[config.mk]
export PLATFORM = sky130hd
export DESIGN_NAME = encryption_stream
export DESIGN_NICKNAME = d
export VERILOG_FILES = /design/src/rtl/encryption_stream.sv
export SDC_FILE = /design/constraint.sdc
export NUM_CORES = 1
export LEC_CHECK = 0
export BUFFER_PORTS_ARGS = -buffer_cell sky130_fd_sc_hd__buf_2
export CAP_MARGIN = 20
export CORE_MARGIN = 3
export CORE_UTILIZATION = 50
export DETAILED_ROUTE_END_ITERATION = 6
export HOLD_SLACK_MARGIN = 0.1
export PLACE_DENSITY_LB_ADDON = 0.2
export SLEW_MARGIN = 20
export SYNTH_ARGS = -nofsm -noshare
export SYNTH_HDL_FRONTEND = slang
export SYNTH_SLANG_ARGS = --single-unit
[constraint.sdc]
create_clock -name clock -period 2.4 [get_ports clock]
set_clock_uncertainty 0.1 [all_clocks]
set_input_delay 0.12 -clock clock [delete_from_list [all_inputs] [get_ports clock]]
set_output_delay 0.12 -clock clock [all_outputs]
set_load 0.05 [all_outputs]
[src/rtl/encryption_stream.sv]
// Transmit-side byte encrypter: e = ROTL5(REV(NOT(ROTR5(data ^ key)))) through a
// 5-stage stallable pipeline, with frame counting on the output handshake.
module encryption_stream #(
  parameter int N           = 8,
  parameter int FRAME_BYTES = 32,
  parameter int CW          = $clog2(FRAME_BYTES)
) (
  input  logic          clock,
  input  logic          reset,
  input  logic          in_valid,
  output logic          in_ready,
  input  logic [N-1:0]  key,
  input  logic [N-1:0]  data,
  output logic          out_valid,
  input  logic          out_ready,
  output logic [N-1:0]  e_data,
  output logic          out_last,
  output logic [CW-1:0] frame_cnt
);

  logic [N-1:0] s1_data, s2_data, s3_data, s4_data, s5_data;
  logic [4:0]   s_valid;
  logic         adv;

  function automatic logic [N-1:0] rotr5(input logic [N-1:0] x);
    return {x[4:0], x[N-1:5]};
  endfunction

  function automatic logic [N-1:0] rotl5(input logic [N-1:0] x);
    return {x[N-6:0], x[N-1:N-5]};
  endfunction

  function automatic logic [N-1:0] bit_rev(input logic [N-1:0] x);
    logic [N-1:0] r;
    for (int i = 0; i < N; i++) r[i] = x[N-1-i];
    return r;
  endfunction

  // Whole pipeline moves as one; bubbles shift along rather than being squeezed out.
  assign adv       = !s_valid[4] || out_ready;
  assign in_ready  = adv;
  assign e_data    = s5_data;
  assign out_valid = s_valid[4];
  assign out_last  = out_valid && (frame_cnt == CW'(FRAME_BYTES - 1));

  always_ff @(posedge clock) begin
    if (reset) begin
      s_valid <= '0;
      s1_data <= '0;
      s2_data <= '0;
      s3_data <= '0;
      s4_data <= '0;
      s5_data <= '0;
    end else if (adv) begin
      s_valid <= {s_valid[3:0], in_valid};
      if (in_valid) s1_data <= data ^ key;
      s2_data <= rotr5(s1_data);
      s3_data <= ~s2_data;
      s4_data <= bit_rev(s3_data);
      s5_data <= rotl5(s4_data);
    end
  end

  always_ff @(posedge clock) begin
    if (reset) begin
      frame_cnt <= '0;
    end else if (out_valid && out_ready) begin
      if (frame_cnt == CW'(FRAME_BYTES - 1)) frame_cnt <= '0;
      else                                   frame_cnt <= frame_cnt + CW'(1);
    end
  end

endmodule
Word-level counts from Yosys, hierarchy flattened:

Cells that the tools add are included.
Widths: inputs -> output; s select.

* $add $sub $neg: 1
* equal/unequal tests: 1
* mux-type cells: 1
* bitwise operators: 2
* reduce and logical (&&, ||, !) cells: 5

Operators with widths (number)
* $not 8->8: 1
* $xor 8x8->8: 1
* $add 5x1->5 const B: 1
* $eq 5x5->1 const B: 1
* $mux 5: 1
* $logic_and 1x1->1: 2
* $reduce_and 2->1: 1
* $logic_not 1->1: 1
* $logic_or 1x1->1: 1

* register bits after elaboration: 50
* input port bits: 20
* output and inout port bits: 16
* logic and storage cells: 17

Logic depth before layout (Yosys ltp):

Gate-level depths: netlist (run 1).

* depth after elaboration: 3
* gate-level depth with buffers: 6
* gate-level depth less buffers: 6

Worst setup path before layout (run 1):

No wires, ideal clock.

* path kind: reg2reg
* from: register frame_cnt[0]
* to: register frame_cnt[3]
* library setup time: 70 ps
* arrival: 1794 ps
* data required time: 2230 ps
* slack: 436 ps
* stages on the path, launching flop included: 6
* path buffers: 0
* clock period less this slack: 1964 ps
* path through: dfxtp_1 ha_1 and3_1 ha_1 or4_1 a21oi_1

* longest elaborated chain between the ends: 2
* elaborated cells on any way between the ends: 3
* those cells by class: add/sub (1); eq/ne (1); mux (1)

Ends and longest elaborated chain
* start, declared: line 18 `output logic [CW-1:0] frame_cnt`
* start signal, assigned: line 69 `else frame_cnt <= frame_cnt + CW'(1);`
* $add 5x1->5 or $eq 5x5->1 (tied branches): line 69, 68
* $mux 5 *: line 68 `if (frame_cnt == CW'(FRAME_BYTES - 1)) frame_cnt <= '0;`

Mark *: on every way between the ends. The rest lies on a longest branch, timed or not.
A chain may end at the register's enable or synchronous reset.

Worst setup path after layout (run 1):

* from: register frame_cnt[0]
* to: output out_last

* longest elaborated chain between the ends: 2

Ends and longest elaborated chain
* $eq 5x5->1: line 44 `assign out_last = out_valid && (frame_cnt == CW'(FRAME_BYTES - 1));`
* $logic_and 1x1->1: line 44
* end, declared: line 17 `output logic out_last,`

No other way between the ends.

==> results by group, run 1 <==
Final layout
  – Layout area overhead: 23.5%
  – Seq. cell area: 1000 um^2
  – Share of layout cells above drive strength 1: 20.0%
  – Filler cell count: ~300
  – Multi-input logic area: about 800 um^2
  – Post-Route Utilization: ~67%
  – Ant. Diodes: 0
  – Final net count: about 290

Timing
  – Crit share post-route: 82.0%
  – Slew HR: 36.9%
  – Slew @ Worst Pin: approximately 0.95 ns
  – Fmax: approximately 510 MHz
  – Minimum clock period: between 1.5 and 2 ns
  – Unrepaired setup endpoints after global routing: no
  – Number of hold violations in the final report: 0
  – Slew Limit Fails: 0
  – Setup violations, final: 0
  – Setup TNS Final: 0 ns

Power and ir drop
  – Int Pwr: 0.00119 W
  – Comb pwr share: approximately a tenth
  – Seq pwr share: between 50% and 60%
  – Peak VDD IR: ~0.46 mV
  – Leak pwr: 0.961 nW
  – Switching power: around 0.00038 W
  – Total power divided by cell area: 673 nW/um^2
  – Sw Share: 24.2%
  – Clock network power share: 32.1%

Yosys
  – Mapped cell area: 1880 um^2
  – Synth Net Count: 240
  – #FFs+latches synth: 50
  – Top-area cell type share of the netlist area: between 50% and 60%
  – Area contributors post-synth: dfxtp_1 (53%), nand2_1 (12%), a21oi_1 (11%), a211oi_1 (4.8%), xnor2_1 (3.7%)
  – Area leader, netlist: dfxtp_1
  – Syn Inst Count: 218
  – Number of warnings issued by yosys: 0
  – Sequential area share after synthesis: 53.1%
  – Yosys cell types: 24
  – Syn avg cell area: between 8 and 9 um^2

Critical path
  – Worst path required time: approximately 2.2 ns
  – Crit Path Max Fanout: 6
  – Crit. End Element: primary output
  – Startpoint types: flip-flop
  – Worst Path Arrival: 1.75 ns
  – Crit path kind: flip-flop to primary output

Floorplanning
  – Die area: around 4500 um^2
  – Num ports: 36
  – Die Ht: between 60 and 70 um
  – Row count: 21
  – Die width: approximately 67 um
  – Core box area: around 3500 um^2
  – Starting Density: about 54%

GRT
  – Vias in the first global route: 1342
  – Antenna violations before repair: 0
  – Global route overflow: 0
  – Pin count of the biggest net entering global routing: slightly above 50
  – Total track usage: 16.9%
  – First-pass GRT wire length: 5820 um

Run
  – Max-cap viol count: 0

Route
  – Drt pass-1 iters: 4
  – Via count: ~1500
  – 1st-iter DRT viols: 104
  – Vias per inst: 4.95
  – DRC: 0
  – Final WL: between 3000 and 4000 um
  – Antenna-violating nets left: 0
  – Drt wl/cell: ~11 um

Placed design
  – Buffers added on ports: 35
  – Routability Congestion: between 0.6 and 0.7
  – Post-DP HPWL: a little over 2000 um

Clocking
  – Clock root buffer: clkbuf_8
  – TritonCTS Sinks: 50
  – Max Root-Sink Buffers: 2
  – Total CTS buffers: 5
  – CTS clk-pin slew, worst paths: ~0.09 ns
  – CTS H-tree depth: 2
  – CTS tree: yes
  – Clock Latency Late Sink: ~0.3 ns
  – Post-CTS Resized: 0

Run status
  – Outcome: finished, final reports clean

Worst hold path
  – Hold WC Path Type: flip-flop to flip-flop
## registers in the layout, summed over array words and instances, names as in the netlist
register and count:
e_data 8, s_valid 5, s4_data 8, frame_cnt 5, s1_data 8, s2_data 8, s3_data 8
## cells in the mapped netlist
cell / instances
a211oi_1: 12
a211oi_2: 4
a21oi_1: 40
a31oi_1: 1
and2_1: 1
and2_2: 1
and2b_4: 1
and3_1: 1
buf_2: 7
buf_4: 1
buf_6: 1
clkbuf_1: 7
dfxtp_1: 50
ha_1: 2
inv_4: 1
mux2i_1: 1
nand2_1: 58
nand2_2: 1
nand3_1: 3
nor2_1: 13
o21ai_0: 2
or4_1: 1
or4b_1: 1
xnor2_1: 8
## area by class of cell
| type | count | area share, % |
|---|---|---|
| Inverter | 1 | 0.269 |
| Clock buffer | 6 | 3.55 |
| Sequential cell | 50 | 43.0 |
| Timing Repair Buffer | 55 | 15.9 |
| Clock inverter | 2 | 0.538 |
| Multi-Input combinational cell | 151 | 34.2 |
| Tap cell | 46 | 2.47 |
## cells by family after synthesis
group	count (synthesis)	share of synthesized area (%)
AOI/OAI and AO/OA	59	18.9
xor gates and xnor gates	8	3.72
adders and majority gates	2	1.33
buffers and inverters	17	4.58
DFF	50	53.1
muxes	1	0.531
and+or+nand+nor	81	17.8
## critical path: stages (launching register included)
cell     delay [ns]
dfxtp_1        0.42
ha_1           0.21
and3_1         0.17
ha_1           0.23
and2_2         0.17
buf_2          0.25
## final timing paths
kind	depth (start not counted)	startpoint	endpoint	slack [ns]
worst min-delay path	1	s2_data[0]$_SDFFE_PP0P_	s3_data[0]$_SDFFE_PP0P_	0.33
worst max register to register	5	frame_cnt[0]$_SDFFE_PP0P_	frame_cnt[3]$_SDFFE_PP0P_	0.56
worst max-delay path	5	frame_cnt[0]$_SDFFE_PP0P_	out_last	0.43
worst min register to register	1	s2_data[0]$_SDFFE_PP0P_	s3_data[0]$_SDFFE_PP0P_	0.33
## through the flow
stage / power (W) / setup slack (ns) / instances / instance area, um^2 / hold slack (ns)
6_report: 0.00157 / 0.432 / 311 / 2330 / 0.334
5_1_grt: 0.00164 / 0.354 / 311 / 2330 / 0.351
4_1_cts: 0.00157 / 0.433 / 311 / 2330 / 0.329
3_5_place_dp: 0.00105 / 0.589 / 285 / 2050 / 0.326
3_3_place_gp: 0.00105 / 0.639 / 285 / 2050 / 0.318
2_1_floorplan: 0.00101 / 0.436 / 218 / 1880 / 0.180
## metal layers
layer | vias up | share of wire (%) | track usage [%] | wire length [um]
met5 | - | 0 | 0 | 0
met1 | 681 | 47 | 20.9 | 1640
met4 | 0 | 1.4 | 6.08 | 50
li1 | 819 | - | - | -
met2 | 35 | 47 | 27.2 | 1630
met3 | 6 | 5.0 | 5.66 | 176
## power by group through the flow
stage               clock, W  sequential [W]  combinational [W]
finish              0.000503        0.000897           0.000166
global route        0.000552        0.000902           0.000182
CTS                 0.000511        0.000897           0.000163
detailed placement         0        0.000917           0.000132
global placement           0        0.000916           0.000130
floorplan                  0        0.000934          0.0000776
## cell usage in the layout (no fill, tap or decap)
cell            n
nand3_1         3
nand2_1        58
nor2_1         13
dlygate4sd3_1  18
or4b_1          1
clkinvlp_4      1
a31oi_1         1
o21ai_0         2
buf_2          35
clkbuf_8        6
a211oi_2        4
and2b_4         1
clkinv_2        1
or4_1           1
and3_1          1
and2_2          1
a21oi_1        40
a211oi_1       12
nand2_2         1
and2_1          1
buf_4           2
ha_1            2
dfxtp_1        50
inv_4           1
mux2i_1         1
xnor2_1         8
## repair_timing
item	CTS	global route
hold endpoints to repair	11	0
hold buffers	18	0
setup buffers	0	0
No activity file was read; power rests on OpenSTA's default activity.
==> inputs of run 2 (changes only) <==
==> constraint.sdc (replaced) <==
create_clock -name clock -period 1.9 [get_ports clock]
set_clock_uncertainty 0.1 [all_clocks]
set_input_delay 0.095 -clock clock [delete_from_list [all_inputs] [get_ports clock]]
set_output_delay 0.095 -clock clock [all_outputs]
set_load 0.05 [all_outputs]
==> run 2 against run 1 <==
Compared with the run above:
- core utilization grew 1.3 points
- register-to-register slack got worse by 0.39 ns
- sequential share of layout area is 0.69 points lower
- die area is the same
- non-clock buffer count grew 1
- flip-flop and latch count is the same
- count of clock-buffer cells in the layout unchanged
- highest routed layer unchanged
==> results by group, run 2 (synthesized netlist as in run 1, its figures left out) <==
Clocking
  – Total CTS buffers: 5 (unchanged)
  – Clock Latency Late Sink: 0.30 ns (about the same)
  – Postcts setup bufs: 0 (unchanged)
  – Clock root buffer: clkbuf_8 (unchanged)
  – TritonCTS Sinks: 50 (unchanged)
  – CTS H-tree depth: 2 (unchanged)
  – CTS tree: yes (unchanged)
  – Max Root-Sink Buffers: 2 (unchanged)
  – CTS clk-pin slew, worst paths: 0.09 ns (about the same)

Power and ir drop
  – Peak VDD IR: 0.524 mV (was 0.460 mV)
  – Total power divided by cell area: 841 nW/um^2 (was 673 nW/um^2)
  – Leak pwr: 0.975 nW (was 0.961 nW)

Final layout
  – Filler cell count: 307 (was 302)
  – Ant. Diodes: 0 (unchanged)
  – Post-Route Utilization: 68.4% (was 67.1%)
  – Multi-input logic area: 800 um^2 (was 797 um^2)
  – Layout area overhead: 25.8% (was 23.5%)
  – Most common cell after layout, fill and taps aside: nand2_1 (unchanged)
  – Final net count: 287 (was 286)
  – Share of layout cells above drive strength 1: 21.4% (was 20.0%)
  – Most frequent cells in the layout: nand2_1 (58), dfxtp_1 (48), a21oi_1 (40), buf_2 (34), dlygate4sd3_1 (18) (was nand2_1 (58), dfxtp_1 (50), a21oi_1 (40), buf_2 (35), dlygate4sd3_1 (18))
  – Seq. cell area: 1000 um^2 (about the same)

Critical path
  – Crit-path cells: ha_1, and3_1, ha_2, and2_2, buf_4 (was ha_1, and3_1, ha_1, and2_2, buf_2)
  – Critical path launch point: frame_cnt[0]$_SDFFE_PP0P_ (unchanged)
  – Bufs and invs on worst path: 1 (unchanged)
  – Critical R2R Launch: frame_cnt[0]$_SDFFE_PP0P_ (unchanged)
  – Crit Path Max Fanout: 6 (unchanged)
  – Worst path required time: 1.70 ns (was 2.18 ns)
  – Crit. End Element: primary output (unchanged)
  – Crit path kind: flip-flop to primary output (unchanged)
  – Worst path slowest cell: dfxtp_2 (was dfxtp_1)
  – Max incr delay on CP: 0.36 ns (was 0.42 ns)
  – Critical path's top delay family: adder cells (unchanged)
  – Startpoint types: flip-flop (unchanged)
  – Worst Path Arrival: 1.62 ns (was 1.75 ns)

Worst hold path
  – Hold WC Path Type: primary input to flip-flop (was flip-flop to flip-flop)
  – Worst hold start: reset (was s2_data[0]$_SDFFE_PP0P_)

Route
  – Antenna-violating nets left: 0 (unchanged)
  – Drt wl/cell: 11.1 um (was 11.3 um)
  – 1st-iter DRT viols: 74 (was 104)
  – DRC: 0 (unchanged)
  – Final WL: 3470 um (was 3500 um)
  – Vias per inst: 4.98 (was 4.95)
  – Via count: 1554 (was 1541)
  – Drt pass-1 iters: 6 (was 4)

Floorplanning
  – Starting Density: 54.3% (unchanged)
  – Num ports: 36 (unchanged)
  – Die width: 67.4 um (unchanged)
  – Row count: 21 (unchanged)
  – Die Ht: 67.4 um (unchanged)
  – Die area: 4540 um^2 (unchanged)
  – Core box area: 3470 um^2 (unchanged)

Timing
  – Fmax: roughly 550 MHz
  – Slew HR: 67.6% (was 36.9%)
  – Minimum clock period: ~1.8 ns
  – Number of hold violations in the final report: 0 (unchanged)
  – Unrepaired setup endpoints after global routing: no (unchanged)
  – Slew Limit Fails: 0 (unchanged)
  – Setup TNS Final: 0 ns (unchanged)
  – Crit share post-route: about 95%
  – Slew @ Worst Pin: 0.487 ns (was 0.947 ns)
  – Setup violations, final: 0 (unchanged)
  – Hold slack final: 0.145 ns (was 0.334 ns)

Placed design
  – Post-DP HPWL: 2120 um (was 2040 um)
  – Buffers added on ports: 35 (unchanged)
  – Routability Congestion: 0.681 (was 0.684)

GRT
  – Antenna violations before repair: 0 (unchanged)
  – First-pass GRT wire length: 5980 um (was 5820 um)
  – Total track usage: 17.5% (was 16.9%)
  – Pin count of the biggest net entering global routing: 43 (was 51)
  – Global route overflow: 0 (unchanged)
  – Vias in the first global route: 1396 (was 1342)

Run
  – Max-cap viol count: 0 (unchanged)

Run status
  – Outcome: finished, final reports clean (unchanged)
run 2: final timing paths:
kind | end | slack (ns) | depth (start not counted)
worst max register to register | frame_cnt[3]$_SDFFE_PP0P_ | 0.17 | 5
worst max-delay path | out_last | 0.09 | 5
worst min-delay path | e_data[3]$_SDFFE_PP0P_ | 0.15 | 2
worst min register to register | s3_data[0]$_SDFFE_PP0P_ | 0.34 | 1
run 2: through the flow:
stage                     instances  instance area [um^2]  setup WS [ns]  total power (W)
after CTS                       312                  2370        0.00388          0.00201
after global routing            312                  2370         0.0102          0.00209
final                           312                  2370         0.0869          0.00199
after detailed placement        286                  2090          0.151          0.00133
after global placement          286                  2090          0.172          0.00133
after floorplan                 218                  1890         0.0807          0.00128
run 2: what timing repair did:
item / 4_1_cts / 5_1_grt
endpoints found under the setup margin: 0 / 1
hold endpoints to repair: 11 / 0
gates resized for setup: 0 / 3
hold buffers: 18 / 0
run 2: layout make-up:
class	count	area share, %
multi-input combinational	151	33.7
clock buffer	6	3.48
tap	46	2.43
inverter	1	0.264
timing repair buffer	56	17.1
sequential	50	42.3
clock inverter	2	0.686
run 2: where the power goes:
group | switching, W | leakage (nW) | internal, W
combinational | 0.000109 | 0.513 | 0.000105
clock | 0.000348 | 0.0478 | 0.000300
sequential | 0.0000273 | 0.414 | 0.00111
total | 0.000485 | 0.975 | 0.00151
run 2: metal layers:
metal	share of wire, %	vias up	global-route usage [%]
met5	0	-	0
met4	2.0	0	8.35
met3	4.7	5	5.16
met2	47	34	29.4
met1	46	690	20.4
li1	-	825	-
run 2: worst reg2reg max path: cells and delay by family, from the launching register on:
family	cells	cell delay, ns
AOI/OAI and AO/OA	1	0.12
adders and majority gates	2	0.40
and+or+nand+nor	2	0.68
DFF	1	0.36
